## config.mk

```make
export PLATFORM = sky130hd
export DESIGN_NAME = parity_mem_arbiter
export DESIGN_NICKNAME = d
export VERILOG_FILES = /design/src/rtl/parity_mem_arbiter.sv
export SDC_FILE = /design/constraint.sdc
export NUM_CORES = 1
export LEC_CHECK = 0
export CAP_MARGIN = 20
export CORE_ASPECT_RATIO = 0.5
export CORE_MARGIN = 5
export CORE_UTILIZATION = 30
export DETAILED_ROUTE_END_ITERATION = 16
export HOLD_SLACK_MARGIN = 0.08
export PLACE_DENSITY = 0.6
export SYNTH_ARGS = -nofsm -noshare
export SYNTH_HDL_FRONTEND = slang
export SYNTH_SLANG_ARGS = --single-unit
```

## constraint.sdc

```tcl
create_clock -name clk -period 3.97 [get_ports clk]
set_input_delay 0.9925 -clock clk [delete_from_list [all_inputs] [get_ports clk]]
set_output_delay 0.9925 -clock clk [all_outputs]
set_load 0.1 [all_outputs]
```

## src/rtl/parity_mem_arbiter.sv

```systemverilog
// Round-robin arbiter for two bus masters in front of a single-port 24-bit SRAM.
// Writes store {check, data}; reads recompute the check bits and report the syndrome.
module parity_mem_arbiter #(
  parameter int unsigned ADDR_W   = 10,
  parameter int unsigned ERRCNT_W = 8
) (
  input  logic                  clk,
  input  logic                  rst_n,
  input  logic [1:0]            req_valid,
  output logic [1:0]            req_ready,
  input  logic [1:0]            req_we,
  input  logic [2*ADDR_W-1:0]   req_addr,
  input  logic [31:0]           req_wdata,
  output logic [1:0]            rsp_valid,
  input  logic [1:0]            rsp_ready,
  output logic [15:0]           rsp_rdata,
  output logic                  rsp_err,
  output logic [7:0]            rsp_syndrome,
  output logic                  mem_en,
  output logic                  mem_we,
  output logic [ADDR_W-1:0]     mem_addr,
  output logic [23:0]           mem_wdata,
  input  logic [23:0]           mem_rdata,
  output logic [ERRCNT_W-1:0]   err_count
);

  localparam int unsigned DATA_W = 16;
  localparam int unsigned CHK_W  = 8;

  typedef enum logic [1:0] {ST_IDLE, ST_ISSUE, ST_WAIT, ST_RESP} state_e;

  function automatic logic [CHK_W-1:0] chk(input logic [DATA_W-1:0] d);
    logic [CHK_W-1:0] c;
    c[0] = ^d[7:0];
    c[1] = ^d[15:8];
    c[2] = ^{d[9:8],   d[1:0]};
    c[3] = ^{d[11:10], d[3:2]};
    c[4] = ^{d[13:12], d[5:4]};
    c[5] = ^{d[15:14], d[7:6]};
    c[6] = 1'b0;
    c[7] = 1'b0;
    for (int i = 0; i < 8; i++) begin
      c[6] = c[6] ^ d[2*i];
      c[7] = c[7] ^ d[2*i+1];
    end
    return c;
  endfunction

  state_e                state_q, state_d;
  logic                  last_q, last_d;
  logic                  gid_q, gid_d;
  logic                  mem_en_q, mem_en_d;
  logic                  mem_we_q, mem_we_d;
  logic [ADDR_W-1:0]     mem_addr_q, mem_addr_d;
  logic [23:0]           mem_wdata_q, mem_wdata_d;
  logic [1:0]            rsp_valid_q, rsp_valid_d;
  logic [DATA_W-1:0]     rsp_rdata_q, rsp_rdata_d;
  logic                  rsp_err_q, rsp_err_d;
  logic [CHK_W-1:0]      rsp_syn_q, rsp_syn_d;
  logic [ERRCNT_W-1:0]   err_cnt_q, err_cnt_d;

  logic                  gsel_c;
  logic [DATA_W-1:0]     sel_wdata_c;
  logic [ADDR_W-1:0]     sel_addr_c;
  logic [CHK_W-1:0]      rd_syn_c;

  // Contention goes to the port that was not served last
  assign gsel_c      = (req_valid == 2'b11) ? ~last_q : req_valid[1];
  assign sel_wdata_c = gsel_c ? req_wdata[DATA_W +: DATA_W] : req_wdata[0 +: DATA_W];
  assign sel_addr_c  = gsel_c ? req_addr[ADDR_W +: ADDR_W] : req_addr[0 +: ADDR_W];
  assign rd_syn_c    = chk(mem_rdata[DATA_W-1:0]) ^ mem_rdata[23:16];

  // Accept is combinational; held low while reset is asserted
  assign req_ready = (rst_n && state_q == ST_IDLE && (|req_valid)) ?
                     (gsel_c ? 2'b10 : 2'b01) : 2'b00;

  always_ff @(posedge clk or negedge rst_n) begin
    if (!rst_n) begin
      state_q     <= ST_IDLE;
      last_q      <= 1'b1;
      gid_q       <= 1'b0;
      mem_en_q    <= 1'b0;
      mem_we_q    <= 1'b0;
      mem_addr_q  <= '0;
      mem_wdata_q <= '0;
      rsp_valid_q <= '0;
      rsp_rdata_q <= '0;
      rsp_err_q   <= 1'b0;
      rsp_syn_q   <= '0;
      err_cnt_q   <= '0;
    end else begin
      state_q     <= state_d;
      last_q      <= last_d;
      gid_q       <= gid_d;
      mem_en_q    <= mem_en_d;
      mem_we_q    <= mem_we_d;
      mem_addr_q  <= mem_addr_d;
      mem_wdata_q <= mem_wdata_d;
      rsp_valid_q <= rsp_valid_d;
      rsp_rdata_q <= rsp_rdata_d;
      rsp_err_q   <= rsp_err_d;
      rsp_syn_q   <= rsp_syn_d;
      err_cnt_q   <= err_cnt_d;
    end
  end

  always_comb begin
    state_d     = state_q;
    last_d      = last_q;
    gid_d       = gid_q;
    mem_en_d    = 1'b0;
    mem_we_d    = 1'b0;
    mem_addr_d  = mem_addr_q;
    mem_wdata_d = mem_wdata_q;
    rsp_valid_d = rsp_valid_q;
    rsp_rdata_d = rsp_rdata_q;
    rsp_err_d   = rsp_err_q;
    rsp_syn_d   = rsp_syn_q;
    err_cnt_d   = err_cnt_q;
    unique case (state_q)
      ST_IDLE: begin
        if (|req_valid) begin
          gid_d       = gsel_c;
          mem_en_d    = 1'b1;
          mem_we_d    = req_we[gsel_c];
          mem_addr_d  = sel_addr_c;
          mem_wdata_d = {chk(sel_wdata_c), sel_wdata_c};
          state_d     = ST_ISSUE;
        end
      end
      ST_ISSUE: begin
        if (mem_we_q) begin
          rsp_valid_d = gid_q ? 2'b10 : 2'b01;
          rsp_rdata_d = '0;
          rsp_err_d   = 1'b0;
          rsp_syn_d   = '0;
          state_d     = ST_RESP;
        end else begin
          state_d     = ST_WAIT;
        end
      end
      ST_WAIT: begin
        rsp_valid_d = gid_q ? 2'b10 : 2'b01;
        rsp_rdata_d = mem_rdata[DATA_W-1:0];
        rsp_syn_d   = rd_syn_c;
        rsp_err_d   = |rd_syn_c;
        if ((|rd_syn_c) && (err_cnt_q != {ERRCNT_W{1'b1}})) begin
          err_cnt_d = err_cnt_q + ERRCNT_W'(1);
        end
        state_d     = ST_RESP;
      end
      ST_RESP: begin
        if (rsp_ready[gid_q]) begin
          rsp_valid_d = '0;
          last_d      = gid_q;
          state_d     = ST_IDLE;
        end
      end
      default: state_d = ST_IDLE;
    endcase
  end

  assign mem_en       = mem_en_q;
  assign mem_we       = mem_we_q;
  assign mem_addr     = mem_addr_q;
  assign mem_wdata    = mem_wdata_q;
  assign rsp_valid    = rsp_valid_q;
  assign rsp_rdata    = rsp_rdata_q;
  assign rsp_err      = rsp_err_q;
  assign rsp_syndrome = rsp_syn_q;
  assign err_count    = err_cnt_q;

endmodule

```

## Word level (Yosys, flattened, before mapping)

Cells that the tools add are included.

| word-level totals | value |
|---|---|
| register bits | 75 |
| input port bits | 84 |
| output and inout port bits | 73 |
| logic and storage cells | 105 |

| operators by class | value |
|---|---|
| add/sub/neg operators | 1 |
| magnitude comparators | 2 |
| equality and inequality tests | 8 |
| mux-type cells | 26 |
| bitwise operators | 30 |
| reduce and logical (&&, ||, !) cells | 26 |

Operators by type and width:

| kind | number |
|---|---|
| $mux W16 | 2 |
| $pmux W16 S2 | 1 |
| $reduce_xor A4 Y1 | 8 |
| $reduce_xor A8 Y1 | 4 |
| $xor A1 B1 Y1 | 28 |
| $pmux W8 S2 | 1 |
| $mux W2 | 6 |
| $mux W1 | 11 |
| $mux W10 | 1 |
| $reduce_and A2 Y1 | 5 |
| $add A8 B1 Y8 const B | 1 |
| $mux W8 | 1 |
| $ne A8 B8 Y1 const B | 1 |
| $pmux W2 S4 | 1 |
| $reduce_or A8 Y1 | 1 |
| $xor A8 B8 Y8 | 1 |
| $eq A2 B2 Y1 const B | 3 |
| $pmux W2 S3 | 1 |
| $lt A1 B2 Y1 const B | 2 |
| $ne A2 B2 Y1 const B | 2 |
| $logic_and A1 B1 Y1 | 3 |
| $reduce_and A3 Y1 | 1 |
| $reduce_bool A3 Y1 | 1 |
| $eq A2 B1 Y1 const B | 1 |
| other kinds (6) | 6 |

## Logic depth before layout (Yosys ltp)

Gate-level depths: netlist (run 1).

| logic depth | value |
|---|---|
| word-level depth | 11 |
| depth in mapped cells | 7 |
| depth with buffers taken out | 7 |

## Worst setup path before layout (run 1)

No wires, ideal clock.

| path | value |
|---|---|
| path type | input port to output port |
| start point | input req_valid[1] |
| end point | output req_ready[0] |
| arrival time | 3.973 ns |
| required time | 2.978 ns |
| slack | -0.996 ns |
| stages on the path | 5 |
| buffers on the path | 3 |
| path through | a21boi_1 buf_2 clkbuf_1 buf_2 nor3b_1 |

| on the way | value |
|---|---|
| longest elaborated chain between the ends | 4 |
| elaborated cells on any way between the ends | 6 |
| those cells by class | 1 x eq/ne; 3 x mux; 2 x reduce/logical |

Ends and longest elaborated chain:

| item | RTL line | RTL |
|---|---|---|
| start: declaration | 9 | `input logic [1:0] req_valid,` |
| $eq A2 B2 Y1 | 68 | `assign gsel_c = (req_valid == 2'b11) ? ~last_q : req_valid[1];` |
| $mux W1 | 68 |  |
| $mux W2 | 75 | `(gsel_c ? 2'b10 : 2'b01) : 2'b00;` |
| $mux W2 (*) | 74 | `assign req_ready = (rst_n && state_q == ST_IDLE && (\|req_valid)) ?` |
| end: declaration | 10 | `output logic [1:0] req_ready,` |

Mark *: on every way between the ends. The rest lies on a longest branch, timed or not.

## Worst setup path after layout (run 1)

| path | value |
|---|---|
| start point | input req_valid[1] |
| end point | output req_ready[1] |

The elaborated chain is that of the path after synthesis.

==> implementation parameters, run 1 <==
Parameter                              Value

Status
  Status    complete, no violations

Timing
  Slew of the pin with the lowest slew margin    1.013 ns
  Final hold violation count    0
  Max Clk Rate    300.5 MHz
  RSZ-0062 raised after global routing    false
  Final period utilization    0.8381
  Relative slew slack    0.3225
  Max-slew violations    0
  Tmin final    3.327 ns
  Total negative slack for setup checks    0 ns
  Hold_ws    0.4631 ns
  Finish-stage setup viols    0
  Worst Skew    0.006350 ns

Final layout
  Growth of design area from synthesis to finish    51.26%
  Share of layout cells above drive strength 1    0.06595
  Number of nets in the layout    645
  Multi-input logic area    0.002237 mm²
  Number of diodes added for antenna fixing    0
  Sequential cell area    0.001878 mm²
  Filler cell count    1332
  Final Instance Count excl. Fillers    753

CTS
  CTS tree    built
  Clock sinks    75
  Clock buffers created by TritonCTS    9
  Number of levels in the clock H-tree    3
  Post-CTS setup buffer count    0
  Hold-fix buffers at CTS    0
  Post_cts resized    0
  Clock latency on the worst-skew pair    0.33 ns
  Clock Tree Root    clkbuf_16
  Clock-pin transition on the worst setup and hold timing paths    0.06 ns
  CTS max path bufs    2

Yosys
  Post-synthesis async set-or-reset flop share    1.000
  Sequential cell area fraction in the yosys report    0.4513
  Commonest register cell after synthesis    dfrtp_1
  Cell taking the most area after synthesis    dfrtp_1
  Post-Synthesis Cell Area    0.004161 mm²
  Mapped Cells    402
  Leading cell type by number of instances after synthesis    dfrtp_1
  Number of distinct standard cells referenced by the synthesized netlist    38
  Yosys warning total    0
  Area contributors post-synth    dfrtp_1 44%, xnor2_1 13%, mux2i_1 7.2%
  Number of flops mapped to enable cells by yosys    0
  Seq cells post-synth    75
  Synthesized netlist net count    491
  Syn avg cell area    10.35 µm²
  Fraction of synthesized cell area taken by the top area cell type    0.4450
  Commonest cells in the synthesized netlist    74 x dfrtp_1, 62 x xnor2_1, 51 x nand2_1

Placed design
  Placed instance count    737
  HPWL after detailed placement    8727 µm
  Input/output buffers    156
  Placer's final routability congestion estimate    0.7493

Setup path
  Max stage delay on crit path    0.56 ns
  Crit start category    input port
  Critical Path Slowest Stage Cell    clkdlybuf4s50_1
  Critical path cell sequence    clkdlybuf4s50_1, a21boi_4, and3_1, buf_12
  Sort of element at the end of the critical path    primary output
  Data required time of the critical path    2.98 ns
  Worst path arrival time    2.33 ns
  CP delay by family, top    buffers and inverters
  Largest fanout on the critical path    5
  Worst setup path class    in2out
  Combined buffer and inverter count along the critical path    2

Drt
  Total wire length after detailed routing    11500 µm
  DRC Markers    0
  Via total after detailed routing    3345
  DR pass1 iterations    4
  Per-cell routed wire length    15.27 µm
  Drt initial violations    99
  Drt via density    4.442
  Final antenna-violating net count    0

Floorplanning
  Die footprint    0.01647 mm²
  Number of standard-cell rows in the floorplan    30
  Die Height    93.28 µm
  X dimension of the die    176.6 µm
  Starting density of the core    0.3071
  Top-level I/O count    157
  Core region area    0.01355 mm²

Global route
  Number of antenna violations at the first check in global routing    0
  Grt ovf    0
  Via count of the first global-routing pass    3493
  Largest net degree at the start of global routing    71
  First-pass GRT wire length    18690 µm
  Overall routing resource usage    0.1424

Min path
  Class of the most critical hold timing path    reg2reg

Job
  Max Cap Viol    0
-- cell type report --
| class | instances | share of cell area |
|---|---|---|
| clock buffer | 10 | 0.03796 |
| sequential | 75 | 0.2983 |
| tap | 192 | 0.03816 |
| timing repair buffer | 160 | 0.2576 |
| clock inverter | 6 | 0.01014 |
| inverter | 4 | 0.002385 |
| multi-input combinational | 306 | 0.3554 |
-- path summary, 6_finish.rpt --
path / from / end / slack, ns / depth (start not counted)
max: req_valid[1] / req_ready[1] / 0.64 / 4
min: mem_wdata[17] / mem_wdata[17] / 0.46 / 2
max reg2reg: last_q / mem_wdata[16] / 1.96 / 7
min reg2reg: mem_wdata[17] / mem_wdata[17] / 0.46 / 2
max in group asynchronous: rst_n / mem_wdata[11] / 2.38 / 2
min in group asynchronous: rst_n / mem_addr[0] / 0.57 / 1
-- logic make-up (layout without fill, tap and decap cells) --
logic type	count (synthesis)	after routing	share of synthesized area
AOI/OAI and AO/OA	87	87	0.1347
adders and majority gates	5	5	0.01503
xor gates and xnor gates	90	90	0.2023
buffers and inverters	21	180	0.02014
and+or+nand+nor	91	91	0.09531
muxes	33	33	0.08118
DFF	75	75	0.4513
-- per-layer routing --
layer / GRT usage / wire [µm] / up-vias
met3: 0.03958 / 476 / 9
met2: 0.2399 / 5513 / 55
li1: - / - / 1692
met4: 0.02896 / 94 / 0
met1: 0.1849 / 5414 / 1589
met5: 0 / 0 / -
-- worst min-delay path: stages, from the launching register on --
cell	delay (ns)
dfrtp_1	0.34
nand2_1	0.05
nand2_1	0.04
-- metrics by stage --
step | setup slack, ns | util | cell area (µm²)
finish | 0.6426 | 0.4645 | 6295
global route | 0.5886 | 0.4645 | 6295
CTS | 0.6372 | 0.4645 | 6295
detailed placement | 0.4675 | 0.4422 | 5992
global placement | 0.5152 | 0.4422 | 5992
floorplan | 0.06145 | - | 4173
-- state kept, by name, summed over array words and instances, names as in the netlist --
register and flops:
state_q 2, mem_addr 10, rsp_syndrome 8, mem_wdata 24
rsp_err 1, err_count 8, rsp_valid 2, last_q 1
gid_q 1, mem_en 1, rsp_rdata 16, mem_we 1
-- cells in the final DEF, fill, tap and decap left out, types with 16 or more instances in the layout --
master,instances
a21oi_1,16
nor2_1,20
mux2i_1,29
xor2_1,24
dfrtp_1,74
clkdlybuf4s50_1,153
a22o_1,18
o21ai_0,43
xnor2_1,62
nand2_1,51
Power of run 1 is left out: the tool's default activity adds up to more than one toggle a clock period on the data nets, which glitch-free logic cannot reach.
==> inputs of run 2 (changes only) <==
==> constraint.sdc (replaced) <==
create_clock -name clk -period 3.5 [get_ports clk]
set_input_delay 0.875 -clock clk [delete_from_list [all_inputs] [get_ports clk]]
set_output_delay 0.875 -clock clk [all_outputs]
set_load 0.1 [all_outputs]
==> run 2 against run 1 <==
  * Setup slack got worse by 0.25 ns
  * Die area did not move
  * Via count rose by 1.4%
  * Sequential cell count did not move
  * Final area fell by 1.9%
  * Hold slack got worse by 0.034 ns
  * Non-clock buffer count rose by 3
  * Global-route usage rose by 0.35 points
  * Core utilization fell by 0.88 points
  * Sequential share of layout area rose by 0.57 points
  * Clock skew barely moved
  * Largest cell class unchanged
  * Highest routed layer unchanged
==> implementation parameters, run 2 (synthesized netlist as in run 1, its figures left out) <==
Parameter                              Value

Setup path
  Max stage delay on crit path    0.56 ns (about the same)
  Worst setup path class    in2out
  Crit start category    input port
  Data required time of the critical path    2.62 ns (-0.36 ns)
  Critical Path Slowest Stage Cell    clkdlybuf4s50_1
  Critical path cell sequence    clkdlybuf4s50_1, a21boi_4, and3_2, buf_12
  Combined buffer and inverter count along the critical path    2 (unchanged)
  CP delay by family, top    buffers and inverters
  Worst path arrival time    2.23 ns (-0.10 ns)
  Sort of element at the end of the critical path    primary output
  Largest fanout on the critical path    6 (+1)

Drt
  Total wire length after detailed routing    11810 µm (+2.7%)
  Final antenna-violating net count    0 (unchanged)
  DR pass1 iterations    5 (+1)
  Per-cell routed wire length    15.62 µm (+2.3%)
  Via total after detailed routing    3393 (+1.4%)
  Drt via density    4.488 (+1.0%)
  DRC Markers    0 (unchanged)
  Drt initial violations    142 (+43%)

Global route
  Layer with the highest usage after global routing    met2
  Met1 track demand over resource    0.1912 (+0.006305)
  Number of antenna violations at the first check in global routing    0 (unchanged)
  First-pass GRT wire length    19330 µm (+3.4%)
  Largest net degree at the start of global routing    71 (unchanged)
  GR met2 Demand/Resource    0.2450 (+0.005091)
  Via count of the first global-routing pass    3611 (+3.4%)
  Grt ovf    0 (unchanged)
  Met3 usage    0.03473 (-0.004847)
  Overall routing resource usage    0.1459 (+0.003493)

Final layout
  Cell area after layout    0.006176 mm² (-1.9%)
  Number of flip-flops under the largest register name    24 (unchanged)
  Commonest non-fill, non-tap cell in the layout    clkdlybuf4s50_1
  Number of diodes added for antenna fixing    0 (unchanged)
  Commonest non-fill, non-tap cells in the layout    82 x clkdlybuf4s50_1, 78 x buf_4, 74 x dfrtp_1
  Growth of design area from synthesis to finish    48.41%
  Filler cell count    1310 (-1.7%)
  Number of nets in the layout    648 (+0.47%)
  Share of layout cells above drive strength 1    0.1986 (+0.1326)
  Core utilization of the finished layout    0.4558 (-0.008772)

Timing
  Worst Skew    0.006044 ns (-0.0003066 ns)
  Total negative slack for setup checks    0 ns (unchanged)
  Max-slew violations    0 (unchanged)
  Relative slew slack    0.4727 (+0.1502)
  Final hold violation count    0 (unchanged)
  Finish-stage setup viols    0 (unchanged)
  Max Clk Rate    322.1 MHz
  Tmin final    3.105 ns
  Hold_ws    0.4292 ns (-0.03398 ns)
  Slew of the pin with the lowest slew margin    0.7910 ns (-0.2221 ns)
  Final period utilization    0.8870
  RSZ-0062 raised after global routing    false

Floorplanning
  Starting density of the core    0.3071 (unchanged)
  X dimension of the die    176.6 µm (unchanged)
  Die Height    93.28 µm (unchanged)
  Number of standard-cell rows in the floorplan    30 (unchanged)
  Die footprint    0.01647 mm² (unchanged)
  Core region area    0.01355 mm² (unchanged)
  Top-level I/O count    157 (unchanged)

CTS
  Clock Tree Root    clkbuf_16
  Post_cts resized    0 (unchanged)
  Clock buffers created by TritonCTS    9 (unchanged)
  CTS tree    built
  Clock sinks    75 (unchanged)
  Clock latency on the worst-skew pair    0.33 ns (about the same)
  Clock-pin transition on the worst setup and hold timing paths    0.06 ns (about the same)
  Number of levels in the clock H-tree    3 (unchanged)
  Post-CTS setup buffer count    0 (unchanged)
  CTS max path bufs    2 (unchanged)
  Hold-fix buffers at CTS    0 (unchanged)

Placed design
  Input/output buffers    156 (unchanged)
  Placer's final routability congestion estimate    0.7637 (+1.9%)
  HPWL after detailed placement    9062 µm (+3.8%)
  Instance area at placement    0.005838 mm² (-2.6%)

Min path
  Class of the most critical hold timing path    in2async

Job
  Max Cap Viol    0 (unchanged)

Status
  Status    complete, no violations
==> run 2: metal layers <==
metal  wire length [µm]  up-vias
met4                140        0
met2               5684       74
li1                   -     1692
met1               5455     1617
met3                532       10
met5                  0        -
==> run 2: per-stage QoR <==
| step | setup WS, ns | cells |
|---|---|---|
| 3_5_place_dp | 0.2253 | 740 |
| 4_1_cts | 0.3956 | 756 |
| 3_3_place_gp | 0.2860 | 740 |
| 2_1_floorplan | 0.1077 | 402 |
| 6_report | 0.3954 | 756 |
| 5_1_grt | 0.3650 | 756 |
==> run 2: cell type report <==
type | instances | area, µm² | area share
Clock buffer | 11 | 252.7 | 0.04092
Clock inverter | 5 | 85.08 | 0.01378
Inverter | 4 | 15.01 | 0.002431
Multi-Input combinational cell | 306 | 2238 | 0.3624
Sequential cell | 75 | 1878 | 0.3041
Tap cell | 192 | 240.2 | 0.03890
Timing Repair Buffer | 163 | 1466 | 0.2374
==> run 2: final timing paths <==
kind / startpoint / endpoint / slack [ns] / cells after the start
worst max-delay path: req_valid[1] / req_ready[1] / 0.40 / 4
worst min register to register: mem_wdata[17] / mem_wdata[17] / 0.47 / 2
worst max register to register: last_q / mem_wdata[16] / 1.56 / 7
max in group asynchronous: rst_n / mem_wdata[18] / 1.99 / 2
worst min-delay path: rst_n / mem_addr[4] / 0.43 / 1
min in group clk: mem_wdata[17] / mem_wdata[17] / 0.47 / 2
Power of run 2 is left out for the same reason.
==> inputs of run 3 (changes only) <==
--- a/config.mk
+++ b/config.mk
@@ -5,7 +5,7 @@
 export SDC_FILE = /design/constraint.sdc
 export NUM_CORES = 1
 export LEC_CHECK = 0
-export CAP_MARGIN = 20
+export CAP_MARGIN = 0
 export CORE_ASPECT_RATIO = 0.5
 export CORE_MARGIN = 5
 export CORE_UTILIZATION = 30
==> results of run 3 <==
The final DEF is identical to that of run 2; final timing and power are the same.
Power of run 3 is left out for the same reason.
